<file path="src/rtl/hci_core_per_bridge.sv">
// Peripheral bridge: turns the filter's hci_core request stream into a
// single-outstanding req/gnt/r_valid peripheral bus. Every granted request
// produces exactly one registered slave response, including an error response
// when the peripheral fails to grant or respond within TIMEOUT cycles.
package hci_package;
  localparam int unsigned DEFAULT_AW = 32;
  localparam int unsigned DEFAULT_DW = 32;
  localparam int unsigned DEFAULT_UW = 1;
endpackage

module hci_core_per_bridge
  import hci_package::*;
#(
  parameter int unsigned AW       = DEFAULT_AW,
  parameter int unsigned DW       = DEFAULT_DW,
  parameter int unsigned UW       = DEFAULT_UW,
  parameter int unsigned TIMEOUT  = 256,
  parameter logic [31:0] ERR_DATA = 32'hbadacce5
) (
  input  logic            clk_i,
  input  logic            rst_i,
  input  logic            clear_i,
  hci_core_intf.slave     slave,
  output logic            per_req_o,
  input  logic            per_gnt_i,
  output logic [AW-1:0]   per_add_o,
  output logic            per_wen_o,
  output logic [DW-1:0]   per_data_o,
  output logic [DW/8-1:0] per_be_o,
  output logic [UW-1:0]   per_user_o,
  input  logic            per_r_valid_i,
  input  logic [DW-1:0]   per_r_data_i,
  input  logic            per_r_opc_i,
  output logic            busy_o,
  output logic            timeout_o
);

  localparam int unsigned   BW       = DW / 8;
  localparam int unsigned   CW       = (TIMEOUT > 0) ? $clog2(TIMEOUT + 1) : 1;
  localparam logic [CW-1:0] CNT_LAST = CW'(TIMEOUT - 1);
  localparam logic [DW-1:0] ERR_WORD = DW'(ERR_DATA);

  typedef enum logic [2:0] {
    S_IDLE,
    S_REQ,
    S_WAIT_RSP,
    S_RSP,
    S_ERR
  } state_e;

  state_e          r_state;
  state_e          w_next;
  logic [CW-1:0]   r_cnt;
  logic [AW-1:0]   r_add;
  logic            r_wen;
  logic [DW-1:0]   r_data;
  logic [BW-1:0]   r_be;
  logic [UW-1:0]   r_user;
  logic [DW-1:0]   r_rsp_data;
  logic            r_rsp_opc;
  logic [UW-1:0]   r_rsp_user;
  logic            w_expired;
  logic            w_capture;
  logic            w_unused;

  // Byte offset and lrdy have no meaning on a single-beat peripheral bus.
  assign w_unused = ^{slave.boffs, slave.lrdy};

  // The last counted cycle with no progress ends the transaction in ERR.
  assign w_expired = (TIMEOUT != 0) && (r_cnt == CNT_LAST);

  // Response capture, including the zero-latency gnt+r_valid case in REQ.
  assign w_capture = ((r_state == S_REQ) && per_gnt_i && per_r_valid_i) ||
                     ((r_state == S_WAIT_RSP) && per_r_valid_i);

  // Next-state decode; a progress event always beats the timeout.
  always_comb begin
    // NOTE: default first so every path assigns w_next and no latch is inferred.
    w_next = r_state;
    unique case (r_state)
      S_IDLE:     if (slave.req) w_next = S_REQ;
      S_REQ: begin
        if (per_gnt_i)      w_next = per_r_valid_i ? S_RSP : S_WAIT_RSP;
        else if (w_expired) w_next = S_ERR;
      end
      S_WAIT_RSP: begin
        if (per_r_valid_i)  w_next = S_RSP;
        else if (w_expired) w_next = S_ERR;
      end
      S_RSP:      w_next = S_IDLE;
      S_ERR:      w_next = S_IDLE;
      default:    w_next = S_IDLE;
    endcase
  end

  // State, timeout counter, latched request and captured response.
  always_ff @(posedge clk_i) begin
    // NOTE: non-blocking assignments so every register samples pre-edge values.
    if (rst_i || clear_i) begin
      r_state    <= S_IDLE;
      r_cnt      <= '0;
      r_add      <= '0;
      r_wen      <= 1'b0;
      r_data     <= '0;
      r_be       <= '0;
      r_user     <= '0;
      r_rsp_data <= '0;
      r_rsp_opc  <= 1'b0;
      r_rsp_user <= '0;
    end else begin
      r_state <= w_next;
      // Held at zero while idle, so counting starts from zero on REQ entry.
      if (r_state == S_IDLE)
        r_cnt <= '0;
      else if ((r_state == S_REQ) || (r_state == S_WAIT_RSP))
        r_cnt <= r_cnt + 1'b1;
      if ((r_state == S_IDLE) && slave.req) begin
        r_add  <= slave.add;
        r_wen  <= slave.wen;
        r_data <= slave.data;
        r_be   <= slave.be;
        r_user <= slave.user;
      end
      if (w_capture) begin
        r_rsp_data <= per_r_data_i;
        r_rsp_opc  <= per_r_opc_i;
        r_rsp_user <= r_user;
      end
    end
  end

  // Slave response driven from registers only; zero outside RSP/ERR.
  always_comb begin
    slave.r_valid = 1'b0;
    slave.r_data  = '0;
    slave.r_opc   = 1'b0;
    slave.r_user  = '0;
    if (r_state == S_RSP) begin
      slave.r_valid = 1'b1;
      slave.r_data  = r_rsp_data;
      slave.r_opc   = r_rsp_opc;
      slave.r_user  = r_rsp_user;
    end else if (r_state == S_ERR) begin
      slave.r_valid = 1'b1;
      slave.r_data  = ERR_WORD;
      slave.r_opc   = 1'b1;
    end
  end

  assign slave.gnt  = (r_state == S_IDLE) && slave.req;
  assign per_req_o  = (r_state == S_REQ);
  assign per_add_o  = r_add;
  assign per_wen_o  = r_wen;
  assign per_data_o = r_data;
  assign per_be_o   = r_be;
  assign per_user_o = r_user;
  assign busy_o     = (r_state != S_IDLE);
  assign timeout_o  = (r_state == S_ERR);

endmodule
</file>
<file path="src/rtl/hci_core_per_bridge_if.sv">
// hci_core request/response bundle as seen by the peripheral bridge.
// Carries one request channel (req/gnt) and one response channel (r_valid).
interface hci_core_intf #(
  parameter int unsigned AW = 32,
  parameter int unsigned DW = 32,
  parameter int unsigned UW = 1
) ();

  logic              req;
  logic              gnt;
  logic [AW-1:0]     add;
  logic              wen;
  logic [DW-1:0]     data;
  logic [DW/8-1:0]   be;
  logic [DW/8-1:0]   boffs;
  logic [UW-1:0]     user;
  logic              lrdy;
  logic [DW-1:0]     r_data;
  logic              r_valid;
  logic [UW-1:0]     r_user;
  logic              r_opc;

  modport master (
    output req, add, wen, data, be, boffs, user, lrdy,
    input  gnt, r_data, r_valid, r_user, r_opc
  );

  modport slave (
    input  req, add, wen, data, be, boffs, user, lrdy,
    output gnt, r_data, r_valid, r_user, r_opc
  );

endinterface

</file>
<file path="src/flat_wrapper.sv">
// flat-port wrapper written by rule: the top's interface ports become plain ports
module hci_core_per_bridge_flat import hci_package::*;
#(
  parameter int unsigned AW       = DEFAULT_AW,
  parameter int unsigned DW       = DEFAULT_DW,
  parameter int unsigned UW       = DEFAULT_UW,
  parameter int unsigned TIMEOUT  = 256,
  parameter logic [31:0] ERR_DATA = 32'hbadacce5
)
  (clk_i, rst_i, clear_i, per_req_o, per_gnt_i, per_add_o, per_wen_o, per_data_o, per_be_o, per_user_o, per_r_valid_i, per_r_data_i, per_r_opc_i, busy_o, timeout_o, slave_req, slave_add, slave_wen, slave_data, slave_be, slave_boffs, slave_user, slave_lrdy, slave_gnt, slave_r_data, slave_r_valid, slave_r_user, slave_r_opc);
  hci_core_intf #(.AW(AW), .DW(DW), .UW(UW)) slave_i ();
  input  logic clk_i;
  input  logic rst_i;
  input  logic clear_i;
  output logic per_req_o;
  input  logic per_gnt_i;
  output logic [AW-1:0] per_add_o;
  output logic per_wen_o;
  output logic [DW-1:0] per_data_o;
  output logic [DW/8-1:0] per_be_o;
  output logic [UW-1:0] per_user_o;
  input  logic per_r_valid_i;
  input  logic [DW-1:0] per_r_data_i;
  input  logic per_r_opc_i;
  output logic busy_o;
  output logic timeout_o;
  input wire logic [$bits(slave_i.req)-1:0] slave_req;
  input wire logic [$bits(slave_i.add)-1:0] slave_add;
  input wire logic [$bits(slave_i.wen)-1:0] slave_wen;
  input wire logic [$bits(slave_i.data)-1:0] slave_data;
  input wire logic [$bits(slave_i.be)-1:0] slave_be;
  input wire logic [$bits(slave_i.boffs)-1:0] slave_boffs;
  input wire logic [$bits(slave_i.user)-1:0] slave_user;
  input wire logic [$bits(slave_i.lrdy)-1:0] slave_lrdy;
  output wire logic [$bits(slave_i.gnt)-1:0] slave_gnt;
  output wire logic [$bits(slave_i.r_data)-1:0] slave_r_data;
  output wire logic [$bits(slave_i.r_valid)-1:0] slave_r_valid;
  output wire logic [$bits(slave_i.r_user)-1:0] slave_r_user;
  output wire logic [$bits(slave_i.r_opc)-1:0] slave_r_opc;
  assign slave_i.req = slave_req;
  assign slave_i.add = slave_add;
  assign slave_i.wen = slave_wen;
  assign slave_i.data = slave_data;
  assign slave_i.be = slave_be;
  assign slave_i.boffs = slave_boffs;
  assign slave_i.user = slave_user;
  assign slave_i.lrdy = slave_lrdy;
  assign slave_gnt = slave_i.gnt;
  assign slave_r_data = slave_i.r_data;
  assign slave_r_valid = slave_i.r_valid;
  assign slave_r_user = slave_i.r_user;
  assign slave_r_opc = slave_i.r_opc;
  hci_core_per_bridge #(.AW(AW), .DW(DW), .UW(UW), .TIMEOUT(TIMEOUT), .ERR_DATA(ERR_DATA)) u_core (.clk_i(clk_i), .rst_i(rst_i), .clear_i(clear_i), .slave(slave_i), .per_req_o(per_req_o), .per_gnt_i(per_gnt_i), .per_add_o(per_add_o), .per_wen_o(per_wen_o), .per_data_o(per_data_o), .per_be_o(per_be_o), .per_user_o(per_user_o), .per_r_valid_i(per_r_valid_i), .per_r_data_i(per_r_data_i), .per_r_opc_i(per_r_opc_i), .busy_o(busy_o), .timeout_o(timeout_o));
endmodule
</file>
<file path="config.mk">
export PLATFORM = sky130hd
export DESIGN_NAME = hci_core_per_bridge_flat
export DESIGN_NICKNAME = d
export VERILOG_FILES = /design/src/rtl/hci_core_per_bridge.sv /design/src/rtl/hci_core_per_bridge_if.sv /design/src/flat_wrapper.sv
export SDC_FILE = /design/constraint.sdc
export NUM_CORES = 1
export LEC_CHECK = 0
export BUFFER_PORTS_ARGS = -buffer_cell sky130_fd_sc_hd__buf_2
export CAP_MARGIN = 25
export CORE_ASPECT_RATIO = 0.7
export CORE_MARGIN = 2
export CORE_UTILIZATION = 26
export CTS_BUF_LIST = sky130_fd_sc_hd__clkbuf_4
export DETAILED_ROUTE_END_ITERATION = 16
export SLEW_MARGIN = 20
export SYNTH_ARGS = -nofsm -noshare
export SYNTH_HDL_FRONTEND = slang
export SYNTH_SLANG_ARGS = --single-unit
</file>
<file path="constraint.sdc">
create_clock -name clk_i -period 1.6 [get_ports clk_i]
set_clock_uncertainty 0.1 [all_clocks]
set_input_delay 0.16 -clock clk_i [delete_from_list [all_inputs] [get_ports clk_i]]
set_output_delay 0.16 -clock clk_i [all_outputs]
set_load 0.01 [all_outputs]
</file>
# Word-level counts from Yosys, hierarchy flattened
# Index checks and enable logic that the tools add are counted.
totals:
  register_bits: 116
  latchBits: 0
  mem_bits_rw: 0
  mem_bits_ro: 0
  inputBits: 114
  output_inout_bits: 109
  word_cells: 39
  n_memories: 0
op_classes:
  n_addsub: 1
  n_mul: 0
  div_mod_pow: 0
  n_lt_le_gt_ge: 0
  eq_ne: 6
  shift: 0
  n_mux: 12
  bitwise: 0
  reduce_logical: 10
op_table:
  columns: ["operator", "n"]
  rows:
  - ["$mux 32", 2]
  - ["$mux 3", 4]
  - ["$add 9x1->9 const B", 1]
  - ["$eq 9x8->1 const B", 1]
  - ["$pmux 3 s3", 1]
  - ["$eq 3x2->1 const B", 2]
  - ["$mux 1", 5]
  - ["$logic_and 1x1->1", 4]
  - ["$eq 3x1->1 const B", 1]
  - ["$eq 3x3->1 const B", 1]
  - ["$logic_not 3->1", 1]
  - ["$logic_or 1x1->1", 3]
  - ["$reduce_bool 3->1", 1]
  - ["$ne 2x2->1 const B", 1]
  - ["$reduce_or 2->1", 1]

# Logic depth before layout (Yosys ltp)
# Gate-level depths: netlist of run 1.
logic_depth:
  ltp_word: 4
  mapped_depth: 7
  mapped_depth_nobuf: 7

# Worst setup path after synthesis of run 1
# Ideal clock, no wire load.
synth_timing:
  path_kind: "register to output"
  startpoint: "register u_core.r_state[1]"
  endpoint: "output port slave_r_data[17]"
  t_arrival_ns: 1.374
  required_ns: 1.340
  slack_ns: -0.034
  path_stages_with_launch: 6
  n_path_buf: 3
  path_cell_list: "dfxtp_1 buf_6 clkbuf_1 nor3_1 clkbuf_1 a21o_1"
synth_via:
  elab_chain_cells: 3
  word_cells_on_any_way: 4
  classes_between: "eq/ne (2); mux (2)"
synth_rtl:
  columns: ["item", "line_no", "rtl"]
  rows:
  - ["start, declared", "hci_core_per_bridge.sv:51", "state_e r_state;"]
  - ["start signal, assigned", "hci_core_per_bridge.sv:111", "r_state <= w_next;"]
  - ["$eq 3x3->1", null, null]
  - ["named net timeout_o", "flat_wrapper.sv:26", "output logic timeout_o;"]
  - ["$mux 32", "hci_core_per_bridge.sv:143", "end else if (r_state == S_ERR) begin"]
  - ["$mux 32", "hci_core_per_bridge.sv:138", "if (r_state == S_RSP) begin"]
  - ["end, declared", "flat_wrapper.sv:36", "output wire logic [$bits(slave_i.r_data)-1:0] slave_r_data;"]
# The timed path passes the listed nets, and every way through them passes these cells.

# Worst setup path after layout of run 1
layout_timing:
  startpoint: "register u_core.r_state[2]"
  endpoint: "output port slave_r_data[14]"
layout_via:
  elab_chain_cells: 3
  word_cells_on_any_way: 4
  classes_between: "eq/ne (2); mux (2)"
layout_rtl:
  columns: ["item", "line_no"]
  rows:
  - ["$eq 3x3->1", "hci_core_per_bridge.sv:143"]
  - ["$mux 32", "hci_core_per_bridge.sv:143"]
  - ["$mux 32 (*)", "hci_core_per_bridge.sv:138"]
# Mark *: on every way between the ends. The rest lies on a longest branch, timed or not.

==> impl_metrics.env, run 1 <==
export IMPL_vias=5966
export IMPL_overflow=0
export IMPL_n_antenna_cell=0
export IMPL_synth_fp_nets=713
export IMPL_clk_path_buf_depth=2
export IMPL_cap_violations=0
export IMPL_post_place_cells=1027
export IMPL_setup_violations=147
export IMPL_firstDrtPassIters=5
export IMPL_hold_viol=0
export IMPL_rsz0062_at_grt="true"
export IMPL_netlist_area_um2=4930
export IMPL_rows=42
export IMPL_synth_area_top_cells="dfxtp_1, nand2_1, o2111ai_1"
export IMPL_cts_buffers=17
export IMPL_h_tree_depth=4
export IMPL_yosys_warnings=0
export IMPL_ys_ff_latch=116
export IMPL_ys_seq_area_share_pct=47.1
export IMPL_vias_per_cell=4.97
export IMPL_crit_start="u_core.r_state[2]"
export IMPL_cp_required_ps=1340
export IMPL_min_path_type="input port to flop"
export IMPL_synth_edf_count=0
export IMPL_wl_um=20700
export IMPL_synth_top_cell_by_area="dfxtp_1"
export IMPL_r2r_start="u_core.r_state[2]"
export IMPL_drive_gt1_share_pct=50.9
export IMPL_grt_pass1_wl_um=28600
export IMPL_antenna_found_initial=0
export IMPL_drt_wirelength_per_cell_um=17.2
export IMPL_tritoncts="built"
export IMPL_slew_headroom_pct=23.6
export IMPL_place_area_um2=6440
export IMPL_leakagePower_nw=4.46
export IMPL_critPathMaxFanout=8
export IMPL_post_synth_top_count_cell="nand2_1"
export IMPL_synth_common_cells="nand2_1, dfxtp_1, a21oi_1, o2111ai_1, clkbuf_1"
export IMPL_grt_total_usage_pct=17.9
export IMPL_worstPathArrival_ps=1760
export IMPL_clock_latency_ps=530
export IMPL_r2r_setup_slack_ps=-290
export IMPL_ys_types=40
export IMPL_period_share_pct=126
export IMPL_die_w_um=169
export IMPL_final_nets=1062
export IMPL_power_density_nw_per_um2=686
export IMPL_finalInstanceArea_um2=9360
export IMPL_status="finished with violations"
export IMPL_critPathMaxStageDelay_ps=340
export IMPL_root_buffer="clkbuf_4"
export IMPL_globalplace_congestion=0.770
export IMPL_synth_ff_type="dfxtp_1"
export IMPL_fillers=1694
export IMPL_final_antenna_net_count=0
export IMPL_cts_sinks=116
export IMPL_path_delay_family="buffers and inverters"
export IMPL_first_iter_violations=326
export IMPL_synthCells=597
export IMPL_die_area_um2=20100
export IMPL_final_cells=1201
export IMPL_ios=223
export IMPL_cp_end_kind="output pin"
export IMPL_hp_start="slave_req"
export IMPL_drc=0
export IMPL_synth_top_cell_area_share_pct=47.1
export IMPL_fin_tns_setup_ps=-34350
export IMPL_avgSynthCellArea_um2=8.25
export IMPL_path_cells="buf_6 > inv_6 > and3_4 > clkbuf_16 > a21o_1 > buf_2"
export IMPL_core_area_um2=18800
export IMPL_cts_clk_slew_worst_paths_ps=120
export IMPL_regArea_um2=2330
export IMPL_port_buffers=217
export IMPL_multi_input_area_um2=3110
export IMPL_worstSetupPathType="flop to output pin"
export IMPL_synthArstFlopShare_pct=0
export IMPL_fmax_mhz=496
export IMPL_die_y_um=119
export IMPL_setup_ws_ps=-418
export IMPL_hpwl_um=10400
export IMPL_crit_path_start_kind="flop"
export IMPL_initial_core_util_pct=26.3
export IMPL_grt_pass1_vias=5586
export IMPL_power_total_mw=6.42
export IMPL_crit_slowest_cell="dfxtp_2"
export IMPL_slew_viol_final=0
export IMPL_min_period_ps=2020
export IMPL_hold_ws_ps=139
export IMPL_grt_max_degree=71
export IMPL_violations="negative setup slack"
export IMPL_peakVddDrop_uv=579
export IMPL_crit_buf_inv=4
export IMPL_area_growth_pct=90.0
export IMPL_tightest_slew_ps=1150
[timing repair]
| item | 4_1_cts | 5_1_grt |
|---|---|---|
| gates resized for setup | 41 | 259 |
| cloned | 5 | 11 |
| endpoints found under the hold margin | 116 | 0 |
| setup endpoints to repair | 110 | 146 |
| pin swaps | 3 | 148 |
| hold buffers | 107 | 0 |
| setup buffers | 7 | 19 |
[metal layers]
metal	up-vias	routed length, um	GRT usage (%)
met5	-	0	0
met4	0	504	6.09
met3	44	1170	4.95
met2	224	9570	27.6
met1	2865	9450	24.1
li1	2833	-	-
[cell usage in the layout (no fill, tap or decap), drive strengths merged, types with 2 or more instances in the layout]
cell type,netlist,final
clkinv,2,7
a21oi,80,80
nand2,177,177
dlygate4sd3,0,107
nand4bb,2,2
nand3,4,4
or4,3,3
o21ai,5,5
nand4b,2,2
or3,4,4
ha,2,2
dfxtp,116,116
o31ai,3,3
nor2b,3,3
clkinvlp,0,2
nor2,4,4
nor3,2,2
inv,3,10
buf,16,279
a21o,20,20
clkbuf,48,25
nor3b,3,3
and2,14,14
o2111ai,68,68
or2,2,2
[per-stage QoR]
stage / util [%] / setup slack (ps)
2_1_floorplan: - / 21.5
3_3_place_gp: 34.3 / -205
3_5_place_dp: 34.3 / -245
4_1_cts: 43.2 / -444
5_1_grt: 49.9 / -518
6_report: 49.9 / -418
[worst min-delay path, delay by kind of cell]
kind                   cells  cell delay, ps
AO/OA/AOI/OAI              1              60
buffers and inverters      2             180
AND/OR/NAND/NOR            2             340
[cell type report]
type | count | area share, %
Sequential cell | 116 | 24.9
Clock buffer | 17 | 1.36
Multi-Input combinational cell | 412 | 33.2
Inverter | 5 | 0.388
Timing Repair Buffer | 394 | 35.4
Tap cell | 242 | 3.23
Clock inverter | 15 | 1.55
[kinds of logic after synthesis]
logic type               count (synthesis)  share of synthesized area, %
AND/OR/NAND/NOR                        227                          20.1
flip-flops                             116                          47.1
XOR/XNOR                                 2                         0.356
buffers and inverters                   69                          6.73
adder cells (fa/ha/maj)                  2                         0.508
AO/OA/AOI/OAI                          180                          25.0
multiplexers                             1                         0.203
[final timing paths]
path	to	cells after the start
setup / recovery	slave_r_data[14]	6
hold / removal	u_core.per_data_o[23]	5
setup reg to reg	u_core.per_user_o	7
hold reg to reg	u_core.per_data_o[21]	2
[registers in the layout (all words and copies together), names as in the netlist]
name / count
u_core.per_be_o: 4
u_core.per_user_o: 1
u_core.r_rsp_opc: 1
u_core.r_state: 3
u_core.r_cnt: 9
u_core.r_rsp_data: 32
u_core.per_add_o: 32
u_core.per_wen_o: 1
u_core.r_rsp_user: 1
u_core.per_data_o: 32
[where the power goes]
group          switching (mW)  internal, mW  total, mW
sequential             0.0579          2.95       3.01
clock                    1.35         0.809       2.16
combinational           0.598         0.651       1.25
Note: power is estimated with default switching activity, not from simulation.
==> run 2, diff against run 1 <==
--- a/config.mk
+++ b/config.mk
@@ -12,6 +12,7 @@
 export CORE_UTILIZATION = 26
 export CTS_BUF_LIST = sky130_fd_sc_hd__clkbuf_4
 export DETAILED_ROUTE_END_ITERATION = 16
+export PLACE_DENSITY = 0.57
 export SLEW_MARGIN = 20
 export SYNTH_ARGS = -nofsm -noshare
 export SYNTH_HDL_FRONTEND = slang
==> impl_metrics.env, run 2 (same netlist as run 1, synthesis figures left out) <==
export IMPL_min_delay_path_depth=5
export IMPL_min_path_type="input port to flop"
export IMPL_crit_path_start_kind="flop"
export IMPL_cp_required_ps=1340
export IMPL_tightest_slew_ps=1180
export IMPL_vias=6143
export IMPL_leakagePower_nw=4.52
export IMPL_firstDrtPassIters=7
export IMPL_crit_slowest_cell="dfxtp_2"
export IMPL_n_antenna_cell=0
export IMPL_post_place_ws_ps=-244
export IMPL_peakVddDrop_uv=342
export IMPL_fmax_mhz=500
export IMPL_regToRegEndpoint="u_core.per_wen_o"
export IMPL_first_iter_violations=359
export IMPL_drive_gt1_share_pct=55.5
export IMPL_die_y_um=119
export IMPL_place_area_um2=6390
export IMPL_die_w_um=169
export IMPL_min_period_ps=2000
export IMPL_slew_viol_final=0
export IMPL_vias_per_cell=5.03
export IMPL_area_growth_pct=102
export IMPL_final_cell_mix="buf_2, dfxtp_1, nand2_1"
export IMPL_slew_headroom_pct=21.2
export IMPL_path_cells="buf_8 > nor3_4 > buf_6 > buf_16 > a21o_1 > buf_2"
export IMPL_antenna_found_initial=0
export IMPL_fin_tns_setup_ps=-37110
export IMPL_drt_wirelength_per_cell_um=18.6
export IMPL_hpwl_um=10500
export IMPL_worstPathArrival_ps=1740
export IMPL_setup_ws_ps=-402
export IMPL_power_total_mw=6.52
export IMPL_wl_um=22700
export IMPL_period_share_pct=125
export IMPL_grt_pass1_vias=5714
export IMPL_rsz0062_at_grt="true"
export IMPL_cp_end_kind="output pin"
export IMPL_die_area_um2=20100
export IMPL_cts_buffers=17
export IMPL_critPathMaxFanout=6
export IMPL_overflow=0
export IMPL_cts_clk_slew_worst_paths_ps=100
export IMPL_hp_start="slave_req"
export IMPL_tritoncts="built"
export IMPL_root_buffer="clkbuf_4"
export IMPL_core_area_um2=18800
export IMPL_hold_end="u_core.r_state[1]"
export IMPL_finalInstanceArea_um2=9930
export IMPL_hold_viol=0
export IMPL_power_density_nw_per_um2=656
export IMPL_r2r_start="u_core.r_state[1]"
export IMPL_status="finished with violations"
export IMPL_clk_path_buf_depth=2
export IMPL_final_nets=1083
export IMPL_worstSetupPathType="flop to output pin"
export IMPL_clock_latency_ps=520
export IMPL_r2r_setup_slack_ps=-330
export IMPL_setup_violations=152
export IMPL_globalplace_congestion=0.747
export IMPL_r2r_cells=9
export IMPL_layout_commonest_cell="buf_2"
export IMPL_violations="negative setup slack"
export IMPL_grt_max_degree=71
export IMPL_cts_sinks=116
export IMPL_rows=42
export IMPL_critPathMaxStageDelay_ps=350
export IMPL_cap_violations=0
export IMPL_port_buffers=217
export IMPL_drc=0
export IMPL_final_antenna_net_count=0
export IMPL_grt_pass1_wl_um=29800
export IMPL_ios=223
export IMPL_h_tree_depth=4
export IMPL_initial_core_util_pct=26.3
export IMPL_fillers=1646
export IMPL_grt_total_usage_pct=18.5
==> run 2: cell count changes in the layout (fill, tap and decap cells not counted), sizes merged <==
| cell | change |
|---|---|
| inv | -7 |
| clkinvlp | +2 |
| clkinv | +4 |
| clkbuf | +3 |
| buf | +18 |
| bufinv | +1 |
==> run 2: layer usage <==
metal	up-vias	routed length, um	GRT usage (%)
met3	31	1460	5.55
met4	0	289	3.50
met1	3032	10100	24.7
met2	212	10900	29.9
met5	-	0	0
li1	2868	-	-
==> run 2: through the flow <==
stage               hold slack, ps  utilization, %  std cells
finish                         174            52.9       1222
detailed placement             306            34.0       1025
CTS                           96.0            45.4       1195
floorplan                      196               -        597
global route                   189            52.9       1222
global placement               302            34.0       1025
==> run 2: worst max path at each step <==
stage | from | end | cells after the start
after floorplan | u_core.r_state[1] | u_core.per_add_o[0] | 6
after global placement | u_core.r_state[2] | u_core.per_data_o[21] | 4
after detailed placement | u_core.r_state[2] | u_core.per_data_o[15] | 4
after CTS | u_core.r_state[1] | slave_r_data[15] | 6
after global routing | u_core.r_state[2] | slave_r_data[12] | 6
final | u_core.r_state[1] | slave_r_data[31] | 6
==> run 2: final cells by class <==
type                       instances  area (um^2)  share of cell area (%)
tap                              242          303                    3.05
sequential                       116         2330                    23.5
clock buffer                      17          128                    1.28
multi-input combinational        412         3350                    33.7
clock inverter                    15          141                    1.42
timing repair buffer             415         3650                    36.8
inverter                           5         28.8                   0.290
==> run 2: repair_timing <==
action                                  4_1_cts  5_1_grt
buffers inserted                             19       19
hold endpoints to repair                    114        0
resized for setup                            93      259
endpoints found under the setup margin      110      153
cloned                                       11       16
hold buffers                                108        0
pin swaps                                    28      131
==> run 2: critical path: cells and delay by family, from the launching register on <==
family                 cells  cell delay [ps]
AND/OR/NAND/NOR            1              220
flip-flops                 1              350
AO/OA/AOI/OAI              1              100
buffers and inverters      4              560
==> run 2: report_power, final <==
part           internal [mW]  switching (mW)
sequential              2.95          0.0357
combinational          0.701           0.679
clock                  0.905            1.25
total                   4.56            1.96
==> run 3, diff against run 2 <==
==> constraint.sdc (replaced) <==
create_clock -name clk_i -period 1.79 [get_ports clk_i]
set_clock_uncertainty 0.1 [all_clocks]
set_input_delay 0.179 -clock clk_i [delete_from_list [all_inputs] [get_ports clk_i]]
set_output_delay 0.179 -clock clk_i [all_outputs]
set_load 0.01 [all_outputs]
==> impl_metrics.env, run 3 (same netlist as run 1, synthesis figures left out) <==
export IMPL_die_area_um2=20100
export IMPL_leakagePower_nw=3.73
export IMPL_root_buffer="clkbuf_4"
export IMPL_drc=0
export IMPL_clockPowerShare_pct=38.3
export IMPL_final_antenna_net_count=0
export IMPL_r2r_setup_slack_ps=100
export IMPL_rsz0062_at_grt="true"
export IMPL_vias=5586
export IMPL_period_share_pct=116
export IMPL_final_cells=1169
export IMPL_tightest_slew_ps=809
export IMPL_hpwl_um=10500
export IMPL_ios=223
export IMPL_hold_viol=0
export IMPL_drive_gt1_share_pct=33.8
export IMPL_fmax_mhz=481
export IMPL_slew_headroom_pct=46.1
export IMPL_p_int_mw=4.00
export IMPL_cp_required_ps=1510
export IMPL_firstDrtPassIters=5
export IMPL_min_delay_path_depth=4
export IMPL_r2r_start="u_core.r_state[2]"
export IMPL_grt_pass1_wl_um=28800
export IMPL_tritoncts="built"
export IMPL_hold_end="u_core.r_state[2]"
export IMPL_violations="negative setup slack"
export IMPL_area_growth_pct=64.1
export IMPL_grt_pass1_vias=5522
export IMPL_min_path_type="input port to flop"
export IMPL_cts_clk_slew_worst_paths_ps=100
export IMPL_rows=42
export IMPL_globalplace_congestion=0.745
export IMPL_p_switching_mw=1.55
export IMPL_antenna_found_initial=1
export IMPL_peakVddDrop_uv=394
export IMPL_setup_ws_ps=-290
export IMPL_status="finished with violations"
export IMPL_h_tree_depth=4
export IMPL_cp_end_kind="output pin"
export IMPL_worstPathArrival_ps=1800
export IMPL_critPathMaxFanout=11
export IMPL_core_area_um2=18800
export IMPL_slew_viol_final=0
export IMPL_power_switching_share_pct=27.9
export IMPL_post_place_ws_ps=-79.6
export IMPL_cts_sinks=116
export IMPL_first_iter_violations=305
export IMPL_cap_violations=0
export IMPL_drt_wirelength_per_cell_um=15.5
export IMPL_final_cell_mix="buf_2, nand2_1, dfxtp_1"
export IMPL_port_buffers=217
export IMPL_wl_um=18100
export IMPL_clk_path_buf_depth=2
export IMPL_pwr_share_seq_pct=47.9
export IMPL_r2r_cells=6
export IMPL_hp_start="slave_req"
export IMPL_die_w_um=169
export IMPL_layout_commonest_cell="buf_2"
export IMPL_grt_max_degree=71
export IMPL_initial_core_util_pct=26.3
export IMPL_die_y_um=119
export IMPL_grt_total_usage_pct=18.1
export IMPL_final_nets=1029
export IMPL_overflow=0
export IMPL_post_place_cells=1017
export IMPL_power_density_nw_per_um2=687
export IMPL_setup_violations=38
export IMPL_regToRegEndpoint="u_core.r_cnt[8]"
export IMPL_cts_buffers=17
export IMPL_vias_per_cell=4.78
export IMPL_combPwrFrac_pct=13.8
export IMPL_crit_path_start_kind="flop"
export IMPL_worstSetupPathType="flop to output pin"
export IMPL_min_period_ps=2080
export IMPL_clock_latency_ps=520
[run 3: changes by cell type in the layout (fill, tap and decap cells not counted), moves of 8 or more]
| cell | before | now |
|---|---|---|
| a21oi_1 | 9 | 80 |
| a21oi_2 | 71 | 0 |
| and2_1 | 10 | 1 |
| and2_4 | 4 | 13 |
| buf_2 | 203 | 195 |
| buf_6 | 38 | 26 |
| clkbuf_16 | 11 | 0 |
| nand2_1 | 108 | 177 |
| nand2_2 | 13 | 0 |
| nand2_4 | 55 | 0 |
| o2111ai_1 | 40 | 68 |
| o2111ai_2 | 27 | 0 |
[run 3: routing by layer]
layer / wire, um / track usage (%) / vias to the layer above
li1: - / - / 2754
met1: 8360 / 23.8 / 2631
met2: 8380 / 28.2 / 181
met3: 1060 / 5.18 / 20
met4: 329 / 6.57 / 0
met5: 0 / 0 / -
[run 3: timing repair]
action                     4_1_cts  5_1_grt
hold buffers                   107        0
hold endpoints to repair       106        0
resized for setup               32       19
setup endpoints to repair       97       45
cloned                           3        0
setup buffers                    8        2
pin swaps                       11        0
[run 3: area by class of cell]
| type | count | area [um^2] |
|---|---|---|
| Fill cell | 1917 | 10700 |
| Timing Repair Buffer | 359 | 2740 |
| Multi-Input combinational cell | 414 | 2380 |
| Sequential cell | 116 | 2320 |
| Tap cell | 242 | 303 |
| Clock inverter | 15 | 180 |
| Clock buffer | 17 | 128 |
| Inverter | 5 | 27.5 |
| Antenna cell | 1 | 2.50 |
[run 3: critical path, stage by stage (launching register included)]
cell and delay (ps):
dfxtp_2 350, buf_6 100, clkinvlp_4 150, nor3_4 190, buf_12 140, buf_16 140, a21o_1 100, buf_2 120
[run 3: metrics by stage]
stage                     total power [mW]  instance area (um^2)  TNS [ps]  utilization, %  hold slack, ps
after floorplan                       3.01                  4930         0               -             215
after global placement                3.28                  6340     -2070            33.8             319
after detailed placement              3.28                  6340     -3030            33.8             325
after CTS                             5.65                  7980    -11870            42.5            7.59
after global routing                  5.85                  8090    -14270            43.1            32.5
final                                 5.55                  8090     -8750            43.1            75.1
[run 3: worst max-delay path by stage]
stage / from / cells past startpoint / to
2_1_floorplan: u_core.r_state[1] / 5 / slave_r_data[17]
3_3_place_gp: u_core.r_state[2] / 4 / u_core.per_data_o[18]
3_5_place_dp: u_core.r_state[2] / 5 / u_core.per_add_o[10]
4_1_cts: u_core.r_state[2] / 7 / slave_r_opc
5_1_grt: u_core.r_state[2] / 7 / slave_r_data[25]
6_report: u_core.r_state[2] / 7 / slave_r_data[17]
[run 3: power by group through the flow]
stage	sequential (mW)	combinational (mW)	clock, mW
2_1_floorplan	2.75	0.259	0
3_3_place_gp	2.72	0.561	0
3_5_place_dp	2.72	0.563	0
4_1_cts	2.66	0.759	2.23
5_1_grt	2.67	0.838	2.34
6_report	2.66	0.766	2.13
